==> config.mk <==
export PLATFORM = sky130hd
export DESIGN_NAME = pe_op_sequencer
export DESIGN_NICKNAME = d
export VERILOG_FILES = /design/src/rtl/pe_op_pkg.sv /design/src/rtl/seq_beat_counter.sv /design/src/rtl/pe_op_sequencer.sv
export SDC_FILE = /design/constraint.sdc
export NUM_CORES = 1
export LEC_CHECK = 0
export CAP_MARGIN = 40
export CORE_MARGIN = 5
export CORE_UTILIZATION = 34
export DETAILED_ROUTE_END_ITERATION = 12
export HOLD_SLACK_MARGIN = 0.05
export MAX_ROUTING_LAYER = met4
export PLACE_DENSITY = 0.81
export SYNTH_ARGS = -nofsm -noshare
export SYNTH_HDL_FRONTEND = slang
export SYNTH_SLANG_ARGS = --single-unit
==> constraint.sdc <==
create_clock -name clk -period 2.61 [get_ports clk]
set_input_delay 0.522 -clock clk [delete_from_list [all_inputs] [get_ports clk]]
set_output_delay 0.522 -clock clk [all_outputs]
set_load 0.02 [all_outputs]
==> src/rtl/pe_op_pkg.sv <==
// Shared PE op codes, sequencer state encoding and width defaults for the PE,
// its op sequencer and the array controller.
package pe_op_pkg;

  localparam int ACT_W_DEF    = 8;
  localparam int WGT_W_DEF    = 8;
  localparam int PE_OUT_W_DEF = 32;
  localparam int LEN_W_DEF    = 8;

  localparam logic [2:0] OP_WS_FLOW  = 3'b000;
  localparam logic [2:0] OP_W_LOAD   = 3'b001;
  localparam logic [2:0] OP_OS_FLOW  = 3'b100;
  localparam logic [2:0] OP_OS_DRAIN = 3'b110;

  typedef enum logic [2:0] {
    S_IDLE, S_WLOAD, S_WS_FLOW, S_FLUSH, S_OS_CLR, S_OS_FLOW, S_OS_DRAIN, S_DONE
  } seq_state_e;

  function automatic logic is_flow(seq_state_e s);
    return (s == S_WS_FLOW) || (s == S_OS_FLOW);
  endfunction

endpackage

==> src/rtl/seq_beat_counter.sv <==
// Job beat counter: loads len on an accepted start, counts fired flow beats
// down and holds at zero.
module seq_beat_counter
  import pe_op_pkg::*;
#(
  parameter int W = LEN_W_DEF
) (
  input  logic         clk,
  input  logic         reset,
  input  logic         load_i,
  input  logic         dec_i,
  input  logic [W-1:0] len_i,
  output logic         zero_o,
  output logic         last_o
);
  logic [W-1:0] cnt_q;

  always_ff @(posedge clk or posedge reset) begin
    if (reset)                     cnt_q <= '0;
    else if (load_i)               cnt_q <= len_i;
    else if (dec_i && cnt_q != '0) cnt_q <= cnt_q - 1'b1;
  end

  assign zero_o = (cnt_q == '0);
  assign last_o = (cnt_q == W'(1));
endmodule

==> src/rtl/pe_op_sequencer.sv <==
// Sequences one PE through a weight-stationary or output-stationary job and
// collects its results. Optional stall counter: define SEQ_STALL_CNT_EN.
module pe_op_sequencer
  import pe_op_pkg::*;
#(
  parameter int ACT_WIDTH    = ACT_W_DEF,
  parameter int WGT_WIDTH    = WGT_W_DEF,
  parameter int PE_OUT_WIDTH = PE_OUT_W_DEF,
  parameter int LEN_WIDTH    = LEN_W_DEF
) (
  input  logic                    clk,
  input  logic                    reset,
  input  logic                    start,
  input  logic                    mode,
  input  logic [LEN_WIDTH-1:0]    len,
  output logic                    busy,
  output logic                    done,
  input  logic                    in_valid,
  output logic                    in_ready,
  input  logic [ACT_WIDTH-1:0]    in_act,
  input  logic [WGT_WIDTH-1:0]    in_wgt,
  input  logic [PE_OUT_WIDTH-1:0] in_psum,
  output logic [2:0]              pe_op,
  output logic [ACT_WIDTH-1:0]    pe_act,
  output logic [WGT_WIDTH-1:0]    pe_wgt,
  output logic [PE_OUT_WIDTH-1:0] pe_psum,
  output logic                    pe_acc_clr,
  input  logic [PE_OUT_WIDTH-1:0] pe_result,
  output logic                    out_valid,
  output logic [PE_OUT_WIDTH-1:0] out_data,
  output logic [15:0]             stall_cnt
);
  seq_state_e              state_q;
  logic                    busy_q, done_q;
  logic [1:0]              vld_pipe_q;
  logic [PE_OUT_WIDTH-1:0] out_data_q;
  logic flow, start_acc, fire, flow_fire, ws_fire, drain, cnt_zero, cnt_last;

  assign flow      = is_flow(state_q);
  assign start_acc = (state_q == S_IDLE) && start;
  assign in_ready  = (state_q == S_WLOAD) || (flow && !cnt_zero);
  assign fire      = in_valid && in_ready;
  assign flow_fire = fire && flow;
  assign ws_fire   = flow_fire && (state_q == S_WS_FLOW);
  assign drain     = (state_q == S_OS_DRAIN);

  seq_beat_counter #(.W(LEN_WIDTH)) u_cnt (
    .clk(clk), .reset(reset), .load_i(start_acc), .dec_i(flow_fire),
    .len_i(len), .zero_o(cnt_zero), .last_o(cnt_last)
  );

  always_ff @(posedge clk or posedge reset) begin
    if (reset) begin
      state_q <= S_IDLE;
      busy_q  <= 1'b0;
      done_q  <= 1'b0;
    end else begin
      done_q <= 1'b0;
      unique case (state_q)
        S_IDLE: if (start) begin
          state_q <= mode ? S_OS_CLR : S_WLOAD;
          busy_q  <= 1'b1;
        end
        S_WLOAD:    if (fire) state_q <= cnt_zero ? S_FLUSH : S_WS_FLOW;
        S_WS_FLOW:  if (fire && cnt_last) state_q <= S_FLUSH;
        S_OS_CLR:   state_q <= cnt_zero ? S_OS_DRAIN : S_OS_FLOW;
        S_OS_FLOW:  if (fire && cnt_last) state_q <= S_OS_DRAIN;
        S_FLUSH, S_OS_DRAIN: begin
          state_q <= S_DONE;
          busy_q  <= 1'b0;
          done_q  <= 1'b1;
        end
        S_DONE:     state_q <= S_IDLE;
        default:    state_q <= S_IDLE;
      endcase
    end
  end

  // WS results land two cycles after the beat fires (PE register + capture);
  // the OS accumulator is already on pe_result during the drain cycle.
  always_ff @(posedge clk or posedge reset) begin
    if (reset) begin
      vld_pipe_q <= '0;
      out_data_q <= '0;
    end else begin
      vld_pipe_q[0] <= ws_fire;
      vld_pipe_q[1] <= vld_pipe_q[0] || drain;
      if (vld_pipe_q[0] || drain) out_data_q <= pe_result;
    end
  end

  always_comb begin
    pe_op      = OP_WS_FLOW;
    pe_act     = '0;
    pe_wgt     = '0;
    pe_psum    = '0;
    pe_acc_clr = 1'b0;
    unique case (state_q)
      S_WLOAD: if (fire) begin
        pe_op  = OP_W_LOAD;
        pe_wgt = in_wgt;
      end
      S_WS_FLOW: if (fire) begin
        pe_act  = in_act;
        pe_psum = in_psum;
      end
      S_OS_CLR: begin
        pe_op      = OP_OS_FLOW;
        pe_acc_clr = 1'b1;
      end
      S_OS_FLOW: begin
        pe_op = OP_OS_FLOW;
        if (fire) begin
          pe_act = in_act;
          pe_wgt = in_wgt;
        end
      end
      S_OS_DRAIN: pe_op = OP_OS_DRAIN;
      default: ;
    endcase
  end

  assign busy      = busy_q;
  assign done      = done_q;
  assign out_valid = vld_pipe_q[1];
  assign out_data  = out_data_q;

`ifdef SEQ_STALL_CNT_EN
  logic [15:0] stall_q;
  always_ff @(posedge clk or posedge reset) begin
    if (reset)                                        stall_q <= '0;
    else if (start_acc)                               stall_q <= '0;
    else if (flow && !in_valid && stall_q != 16'hFFFF) stall_q <= stall_q + 16'd1;
  end
  assign stall_cnt = stall_q;
`else
  assign stall_cnt = '0;
`endif
endmodule

==> qor.csv, run 1 <==
metric,value,unit
synthTopCellsByArea,"dfrtp_1, mux2_2, and2_1",
min_path_type,reg2reg,
netlist_area,2630,sq um
critPathBufInv,3,
fill_cells,675,
end_kind,output port,
cp_slowest_cell,clkdlybuf4s50_1,
fin_tns_setup,0,ns
cts_buffers,5,
clk_latency,0.30,ns
max_freq,396,MHz
slew_headroom,0.599,
overflow,0,
hpwlAfterDp,6660,um
grt_pass1_vias,2643,
synth_top_area_cell,dfrtp_1,
place.gp.congestion,0.835,
reg2reg_depth,4,
finalHoldViolations,0,
p_switching,1.82,mW
critPathKind,in2out,
startpoint_type,primary input,
die_w,97.9,um
std_cell_rows,32,
crit_top_cell,clkdlybuf4s50_1,
htreeDepth,2,
reg2reg_to,u_cnt.cnt_q[3],
area_delta_synth_final,73.1,%
vias,2537,
drt-total-wl,8010,um
ant_nets,0,
cp.arrival,2.00,ns
seq_area_frac_synth,0.447,
placed_cell_area,4600,sq um
r2r_start,state_q[0],
viasPerCell,4.60,
hold_slack,0.501,ns
start_util,0.344,
synth_cell_types,46,
cp_slowest_stage_delay,0.65,ns
io_pins,197,
crit_chain,clkdlybuf4s50_1 -> buf_4 -> nor3b_1 -> clkdlybuf4s50_1,
finalCritPeriodShare,0.967,
critical_path.top_delay_family,buffers and inverters,
leakage,2.06,nW
intPower,2.81,mW
drt_iter0_drc,92,
avgSynthCellArea,10.3,sq um
combinationalPowerShare,0.595,
antenna_found_initial,0,
die_h,97.9,um
synthCells,254,
die_area,9590,sq um
maxSlewViolCount,0,
diodes,0,
power_density,1020,nW/um^2
ys_seq_elements,47,
cts.sinks,47,
design.core.area,7650,sq um
maxCapViolations,0,
synth_top_area_frac,0.447,
avgRoutedWirePerCell,14.5,um
crit_fanout,6,
skew,0.00852,ns
max-clock-path-buffers,2,
reg2reg_setup_slack,0.70,ns
worstMarginPinSlew,0.601,ns
grt_start_max_net_pins,48,
grt_use_total,0.169,
status,"finished, final reports clean",
cp.required,2.09,ns
pwr-share-seq,0.287,
cts_tree,built,
postLayoutCellArea,4550,sq um
dr.pass1.iters,4,
holdPathStages,1,
drcViolationCount,0,
max-vdd-ir-drop,0.000307,V
layout_min_cycle_time,2.52,ns
cts_root_buffer,clkbuf_8,
min_to,out_data[16],
finalPower,4.62,mW
layout-drive-gt1-share,0.256,
nets,545,
swShare,0.393,
clk_pin_slew,0.09,ns
layout.cells.non_filler,552,
io_buffers,180,
yosysWarningCount,0,
grt_pass1_wl,12900,um
min_from,out_data[16],
setup_viol,0,
dp_cells,542,
p_clk_frac,0.117,
worst max path at each step:
stage	depth (start not counted)	end	slack, ns	startpoint
after detailed placement	6	pe_act[1]	-0.23	in_valid
after global placement	6	pe_psum[4]	-0.21	in_valid
after CTS	8	pe_wgt[1]	0.008	u_cnt.cnt_q[1]
final	4	pe_op[0]	0.09	in_valid
after global routing	7	pe_act[6]	-0.02	u_cnt.cnt_q[0]
after floorplan	7	pe_psum[22]	0.38	u_cnt.cnt_q[0]
cell families after synthesis:
| family | after synthesis | synth area share |
|---|---|---|
| xor gates and xnor gates | 1 | 0.00333 |
| muxes | 32 | 0.137 |
| other | 1 | 0.00143 |
| buffers and inverters | 36 | 0.0785 |
| and+or+nand+nor | 103 | 0.238 |
| AOI/OAI and AO/OA | 31 | 0.0795 |
| DFF | 47 | 0.447 |
| adders and majority gates | 3 | 0.0143 |
cells in the final DEF (no fill, tap or decap), types with 3 or more instances in the layout:
master	n
a21oi_1	7
a31oi_1	4
and2_1	45
and3_1	8
buf_2	10
buf_4	21
clkbuf_2	32
clkbuf_8	5
clkdlybuf4s15_1	7
clkdlybuf4s50_1	131
conb_1	16
dfrtp_1	47
inv_1	6
mux2_1	3
mux2_2	29
nand2_1	8
nand2b_1	3
nand3_1	6
nor2_1	6
nor2b_1	4
o21ai_0	5
or4_1	3
metrics by stage:
| stage | util | worst slack, ns |
|---|---|---|
| after floorplan | - | 0.383 |
| after global placement | 0.601 | -0.212 |
| after detailed placement | 0.601 | -0.226 |
| after CTS | 0.615 | 0.00808 |
| after global routing | 0.595 | -0.0207 |
| final | 0.595 | 0.0867 |
synth_stat cells, drive strengths merged:
| library cell | n |
|---|---|
| o311ai | 2 |
| and2 | 46 |
| o22ai | 2 |
| a21oi | 7 |
| a221oi | 1 |
| conb | 1 |
| a21bo | 1 |
| dfrtp | 47 |
| buf | 20 |
| or3b | 1 |
| o211ai | 2 |
| a22o | 1 |
| xor2 | 1 |
| a211o | 1 |
| nor2b | 4 |
| nand3 | 7 |
| o21ai | 5 |
| clkbuf | 9 |
| a31o | 1 |
| or4 | 3 |
| mux2 | 32 |
| or2 | 2 |
| nand4b | 1 |
| nand2 | 9 |
| or3 | 2 |
| inv | 7 |
| a31oi | 4 |
| a21o | 1 |
| a2bb2oi | 1 |
| nor4bb | 1 |
| ha | 3 |
| nand2b | 3 |
| o31ai | 1 |
| a311o | 1 |
| nand3b | 1 |
| nor2 | 8 |
| nand4 | 1 |
| and3 | 9 |
| nand4bb | 1 |
| nor4b | 1 |
| nor3 | 2 |
| nor3b | 1 |
sequential cells by signal (all words and copies together), names as in the netlist:
register and cells:
vld_pipe_q 2, done 1, u_cnt.cnt_q 8, out_data 32, state_q 3, busy 1
power groups by stage:
| stage | combinational [mW] | clock, mW | sequential (mW) |
|---|---|---|---|
| after floorplan | 1.26 | 0 | 1.64 |
| after global placement | 2.79 | 0 | 1.31 |
| after detailed placement | 2.84 | 0 | 1.34 |
| after CTS | 2.79 | 0.557 | 1.33 |
| after global routing | 2.95 | 0.590 | 1.38 |
| final | 2.75 | 0.543 | 1.33 |
cell type report:
type                    count  area (sq um)  share of cell area
multi-input cells         186          1340               0.294
clock buffers               5          68.8              0.0151
inverters                   7          26.3             0.00577
clock inverters             3          46.3              0.0102
repair buffers            202          1770               0.389
well taps                 102           128              0.0280
flip-flops and latches     47          1180               0.258
repair_timing:
action / CTS / global route
gates resized for setup: 78 / 79
cloned: 0 / 0
pin swaps: 0 / 0
endpoints found under the setup margin: 49 / 49
setup buffers: 0 / 2
hold buffers: 0 / 0
metal layers:
layer  track usage  part of all wire
met1         0.193              0.39
met2         0.306              0.53
met3        0.0329             0.075
met4        0.0383            0.0052
met5             -                 0
No activity file was read; power rests on OpenSTA's default activity.
==> run 2, diff against run 1 <==
--- a/config.mk
+++ b/config.mk
@@ -12,6 +12,7 @@
 export HOLD_SLACK_MARGIN = 0.05
 export MAX_ROUTING_LAYER = met4
 export PLACE_DENSITY = 0.81
+export REMOVE_ABC_BUFFERS = 1
 export SYNTH_ARGS = -nofsm -noshare
 export SYNTH_HDL_FRONTEND = slang
 export SYNTH_SLANG_ARGS = --single-unit
==> run 2 against run 1 <==
Compared with the run above: first-iteration DRC count is 18% lower; routed wire length increased by 6.5%; cell count decreased by 0.18%; core utilization shrank 0.62 points; fmax is essentially flat; clock-buffer cell count increased by 1; combinational power increased by 1%; design area fell by 1.0%; sequential share of layout area up 0.27 points; flip-flop and latch count unchanged; critical path depth rose by 2; die area unchanged; critical path type unchanged; largest power group unchanged.
==> qor.csv, run 2 (synthesis gave the netlist of run 1 again) <==
metric,value,unit,change
reg2reg_depth,6,,was 4
reg2reg_setup_slack,0.69,ns,was 0.70 ns
min_path_type,reg2reg,,unchanged
area_delta_synth_final,71.3,%,was 73.1%
end_kind,output port,,unchanged
cp.required,2.09,ns,about the same
skew,0.00287,ns,was 0.00852 ns
max-vdd-ir-drop,0.000423,V,was 0.000307 V
diodes,0,,unchanged
cp_slowest_cell,clkdlybuf4s50_1,,unchanged
min_from,out_data[15],,was out_data[16]
layout_commonest_cell,clkdlybuf4s50_1,,unchanged
start_util,0.344,,unchanged
place.gp.congestion,0.947,,was 0.835
status,"finished, final reports clean",,unchanged
drt_iter0_drc,75,,was 92
wl_met3,704,um,was 603 um
overflow,0,,unchanged
design.core.area,7650,sq um,unchanged
r2r_start,state_q[1],,was state_q[0]
wl_met1,3610,um,was 3100 um
finalHoldViolations,0,,unchanged
cts_setup_buffers,0,,unchanged
fin_util,0.589,,was 0.595
postLayoutCellArea,4500,sq um,was 4550 sq um
grt_use_total,0.173,,was 0.169
crit_chain,clkdlybuf4s50_1 -> nand4bb_1 -> buf_4 -> nand2_2 -> and3_1 -> clkdlybuf4s15_1,,was clkdlybuf4s50_1 -> buf_4 -> nor3b_1 -> clkdlybuf4s50_1
grt_start_max_net_pins,48,,unchanged
avgRoutedWirePerCell,15.5,um,was 14.5 um
layout.cells.non_filler,551,,was 552
io_pins,197,,unchanged
die_w,97.9,um,unchanged
crit_fanout,9,,was 6
cts_root_buffer,clkbuf_8,,unchanged
hpwlAfterDp,6930,um,was 6660 um
cp_slowest_stage_delay,0.49,ns,was 0.65 ns
antenna_found_initial,0,,unchanged
slew_headroom,0.612,,was 0.599
setup_viol,0,,unchanged
cp.arrival,2.00,ns,about the same
nets,544,,was 545
htreeDepth,2,,unchanged
final_cell_mix,"clkdlybuf4s50_1, dfrtp_1, clkbuf_2",,"was clkdlybuf4s50_1, dfrtp_1, and2_1"
clk_pin_slew,0.09,ns,about the same
grt_pass1_wl,13100,um,was 12900 um
cts_buffers,5,,unchanged
die_area,9590,sq um,unchanged
dr.pass1.iters,4,,unchanged
largest_reg_flops,32,,unchanged
drcViolationCount,0,,unchanged
cts.sinks,47,,unchanged
std_cell_rows,32,,unchanged
drt-total-wl,8530,um,was 8010 um
top_layer_used,met4,,unchanged
worstMarginPinSlew,0.582,ns,was 0.601 ns
maxCapViolations,0,,unchanged
fill_cells,669,,was 675
grt_pass1_vias,2490,,was 2643
viasPerCell,4.59,,was 4.60
reg2reg_to,out_data[26],,was u_cnt.cnt_q[3]
layout-drive-gt1-share,0.267,,was 0.256
leakage,2.04,nW,was 2.06 nW
critPathKind,in2out,,unchanged
critPathBufInv,3,,unchanged
finalCritPeriodShare,0.966,,was 0.967
min_to,out_data[15],,was out_data[16]
die_h,97.9,um,unchanged
layout_min_cycle_time,2.52,ns,about the same
critical_path.top_delay_family,buffers and inverters,,unchanged
wl_met2,4180,um,was 4260 um
cts_tree,built,,unchanged
ant_nets,0,,unchanged
vias,2530,,was 2537
startpoint_type,primary input,,unchanged
placed_cell_area,4610,sq um,was 4600 sq um
power_density,1010,nW/um^2,was 1020 nW/um^2
clk_latency,0.29,ns,was 0.30 ns
ctsHoldBuffers,0,,unchanged
max_freq,396,MHz,about the same
holdPathStages,1,,unchanged
io_buffers,180,,unchanged
max-clock-path-buffers,2,,unchanged
dp_cells,543,,was 542
maxSlewViolCount,0,,unchanged
-- run 2: changes by cell type in the layout (fill, tap and decap cells not counted) --
cell	previous run	this run
clkinv_4	0	1
clkdlybuf4s15_1	7	1
clkbuf_2	32	47
bufinv_16	1	0
buf_4	21	20
clkdlybuf4s15_2	0	1
clkbuf_8	5	6
buf_2	10	0
inv_6	1	0
-- run 2: per-stage QoR --
step / setup WS (ns) / TNS (ns) / hold WS, ns / power (mW)
2_1_floorplan: -0.241 / -7.56 / 0.535 / 2.83
3_3_place_gp: -0.214 / -8.07 / 0.474 / 4.13
3_5_place_dp: -0.279 / -10.72 / 0.487 / 4.20
4_1_cts: 0.00139 / 0 / 0.508 / 4.61
5_1_grt: -0.000264 / -0.000264 / 0.522 / 4.85
6_report: 0.0877 / 0 / 0.505 / 4.56
-- run 2: worst max path at each step --
stage / start / end / slack (ns) / cells after the start
after floorplan: state_q[1] / out_data[0] / -0.24 / 4
after CTS: u_cnt.cnt_q[1] / pe_wgt[0] / 0.001 / 8
after global routing: u_cnt.cnt_q[0] / pe_act[2] / -0.0003 / 7
after global placement: in_valid / pe_psum[3] / -0.21 / 6
final: in_valid / pe_act[2] / 0.09 / 6
after detailed placement: in_valid / pe_psum[3] / -0.28 / 6
-- run 2: area by class of cell --
class                   count  area [sq um]  area share
clock buffers               6          82.6      0.0183
flip-flops and latches     47          1180       0.261
inverters                   7          26.3     0.00583
clock inverters             2          16.3     0.00361
repair buffers            201          1740       0.386
multi-input cells         186          1340       0.297
well taps                 102           128      0.0283
-- run 2: routing by layer --
metal | GRT usage | vias to the layer above
met5 | - | -
met4 | 0.0319 | 0
met3 | 0.0386 | 2
met2 | 0.290 | 110
met1 | 0.218 | 1188
li1 | - | 1230
-- run 2: where the power goes --
part           internal, mW  switching, mW
logic                  1.43           1.36
clock network         0.216          0.239
registers              1.10          0.223
-- run 2: what timing repair did --
| action | CTS | global route |
|---|---|---|
| endpoints found under the setup margin | 49 | 49 |
| cloned | 0 | 0 |
| resized for setup | 61 | 92 |
| pin swaps | 0 | 0 |
==> run 3, diff against run 2 <==
--- a/config.mk
+++ b/config.mk
@@ -9,6 +9,7 @@
 export CORE_MARGIN = 5
 export CORE_UTILIZATION = 34
 export DETAILED_ROUTE_END_ITERATION = 12
+export GPL_TIMING_DRIVEN = 0
 export HOLD_SLACK_MARGIN = 0.05
 export MAX_ROUTING_LAYER = met4
 export PLACE_DENSITY = 0.81
==> run 3 against run 2 <==
Compared with the run above: clock power rose by 2%; clock skew is 0.0025 ns higher; combinational power fell by 4%; critical path type is now reg2out; first-iteration DRC count increased by 27%; critical path depth grew 2; die area unchanged; routed wire length up 0.67%; core utilization about the same; register-to-register slack worse by 0.32 ns; largest cell class unchanged; fmax rose by 0.10%.
==> qor.csv, run 3 (synthesis gave the netlist of run 1 again) <==
metric,value,unit,change
crit_fanout,11,,was 9
cts_buffers,5,,unchanged
die_h,97.9,um,unchanged
clk_latency,0.29,ns,about the same
dp_cells,525,,was 543
skew,0.00538,ns,was 0.00287 ns
cp_slowest_stage_delay,0.41,ns,was 0.49 ns
p_switching,1.85,mW,was 1.82 mW
diodes,0,,unchanged
htreeDepth,2,,unchanged
crit_chain,inv_2 -> ha_2 -> nor4b_4 -> buf_4 -> buf_4 -> nand3_4 -> and3_1 -> clkbuf_2,,was clkdlybuf4s50_1 -> nand4bb_1 -> buf_4 -> nand2_2 -> and3_1 -> clkdlybuf4s15_1
status,"finished, final reports clean",,unchanged
crit_top_cell,buf_4,,
grt_pass1_vias,2659,,was 2490
largest_reg_flops,32,,unchanged
maxSlewViolCount,0,,unchanged
worstMarginPinSlew,0.765,ns,was 0.582 ns
overflow,0,,unchanged
swShare,0.406,,was 0.399
final_cell_mix,"clkdlybuf4s50_1, and2_1, dfrtp_1",,"was clkdlybuf4s50_1, dfrtp_1, clkbuf_2"
critPathKind,reg2out,,was in2out
cts.sinks,47,,unchanged
layout-drive-gt1-share,0.274,,was 0.267
combinationalPowerShare,0.588,,was 0.611
io_buffers,180,,unchanged
die_w,97.9,um,unchanged
layout_commonest_cell,clkdlybuf4s50_1,,unchanged
grt_pass1_wl,13800,um,was 13100 um
end_kind,output port,,unchanged
die_area,9590,sq um,unchanged
maxCapViolations,0,,unchanged
slew_headroom,0.486,,was 0.612
cts_tree,built,,unchanged
reg2reg_setup_slack,0.37,ns,was 0.69 ns
leakage,2.04,nW,about the same
fin_tns_setup,0,ns,unchanged
start_util,0.344,,unchanged
layout_min_cycle_time,2.52,ns,about the same
cts_root_buffer,clkbuf_8,,unchanged
reg2reg_to,u_cnt.cnt_q[3],,was out_data[26]
critPathBufInv,4,,was 3
clk_pin_slew,0.09,ns,about the same
viasPerCell,4.66,,was 4.59
power_density,1010,nW/um^2,about the same
cp_slowest_cell,dfrtp_1,,was clkdlybuf4s50_1
critical_path.top_delay_family,simple AND/OR/NAND/NOR gates,,was buffers and inverters
pwr-share-seq,0.311,,was 0.289
layout.cells.non_filler,543,,was 551
startpoint_type,flop,,was primary input
area_delta_synth_final,71.2,%,was 71.3%
finalHoldViolations,0,,unchanged
dr.pass1.iters,4,,unchanged
drt-total-wl,8590,um,was 8530 um
hpwlAfterDp,6760,um,was 6930 um
min_path_type,in2async,,was reg2reg
r2r_start,u_cnt.cnt_q[0],,was state_q[1]
antenna_found_initial,0,,unchanged
reg2reg_depth,10,,was 6
finalCritPeriodShare,0.965,,was 0.966
critPathLaunch,u_cnt.cnt_q[0],,was in_valid
drt_iter0_drc,95,,was 75
setup_viol,0,,unchanged
io_pins,197,,unchanged
grt_use_total,0.181,,was 0.173
cp.required,2.09,ns,about the same
max_freq,397,MHz,was 396 MHz
vias,2529,,was 2530
std_cell_rows,32,,unchanged
place_ws,-0.928,ns,was -0.279 ns
design.core.area,7650,sq um,unchanged
intPower,2.71,mW,was 2.74 mW
max-clock-path-buffers,2,,unchanged
avgRoutedWirePerCell,15.8,um,was 15.5 um
cp.arrival,2.00,ns,about the same
drcViolationCount,0,,unchanged
worst_slack,0.0902,ns,was 0.0877 ns
grt_start_max_net_pins,39,,was 48
ant_nets,0,,unchanged
place.gp.congestion,0.894,,was 0.947
max-vdd-ir-drop,0.000316,V,was 0.000423 V
p_clk_frac,0.101,,was 0.100
nets,536,,was 544
[run 3: cell types whose count changed in the layout (fill, tap and decap cells not counted), moves of 3 or more]
cell	before	now
buf_2	0	33
buf_4	20	10
clkbuf_2	47	16
dfrtp_1	47	44
dfrtp_2	0	3
[run 3: power groups by stage]
stage	clock, mW	sequential, mW	combinational, mW
finish	0.463	1.42	2.68
global route	0.514	1.47	2.88
CTS	0.479	1.41	2.72
detailed placement	0	1.40	2.69
global placement	0	1.36	2.60
floorplan	0	1.68	1.14
[run 3: metrics by stage]
step                instance area [sq um]  utilization  total power [mW]  hold WS, ns
global placement                     4430        0.580              3.96        0.474
finish                               4500        0.588              4.56        0.462
floorplan                            2500            -              2.83        0.535
detailed placement                   4490        0.587              4.08        0.493
CTS                                  4690        0.614              4.61        0.460
global route                         4500        0.588              4.86        0.481
[run 3: worst max-delay path by stage]
| stage | depth (start not counted) | end | slack [ns] |
|---|---|---|---|
| 2_1_floorplan | 4 | out_data[0] | -0.24 |
| 5_1_grt | 9 | in_ready | -0.01 |
| 4_1_cts | 8 | pe_psum[26] | 0.0007 |
| 3_3_place_gp | 5 | pe_psum[10] | -1.27 |
| 3_5_place_dp | 6 | pe_psum[3] | -0.93 |
| 6_report | 8 | pe_act[0] | 0.09 |
[run 3: timing repair]
| item | 4_1_cts | 5_1_grt |
|---|---|---|
| gates resized for setup | 145 | 56 |
| hold buffers | 0 | 0 |
| pin swaps | 1 | 1 |
| buffers inserted | 6 | 4 |
| gates cloned | 0 | 0 |
| endpoints found under the setup margin | 49 | 51 |
[run 3: metal layers]
layer  up-vias  track usage  part of all wire
li1       1224            -                 -
met1      1187        0.225              0.43
met2       110        0.305              0.50
met3         8       0.0386             0.063
met4         0       0.0394            0.0093
met5         -            -                 0
[run 3: layout make-up]
| class | instances | area, sq um |
|---|---|---|
| clock buffers | 6 | 82.6 |
| clock inverters | 2 | 16.3 |
| fillers | 648 | 3150 |
| inverters | 7 | 26.3 |
| multi-input cells | 186 | 1390 |
| flip-flops and latches | 47 | 1180 |
| well taps | 102 | 128 |
| repair buffers | 193 | 1680 |
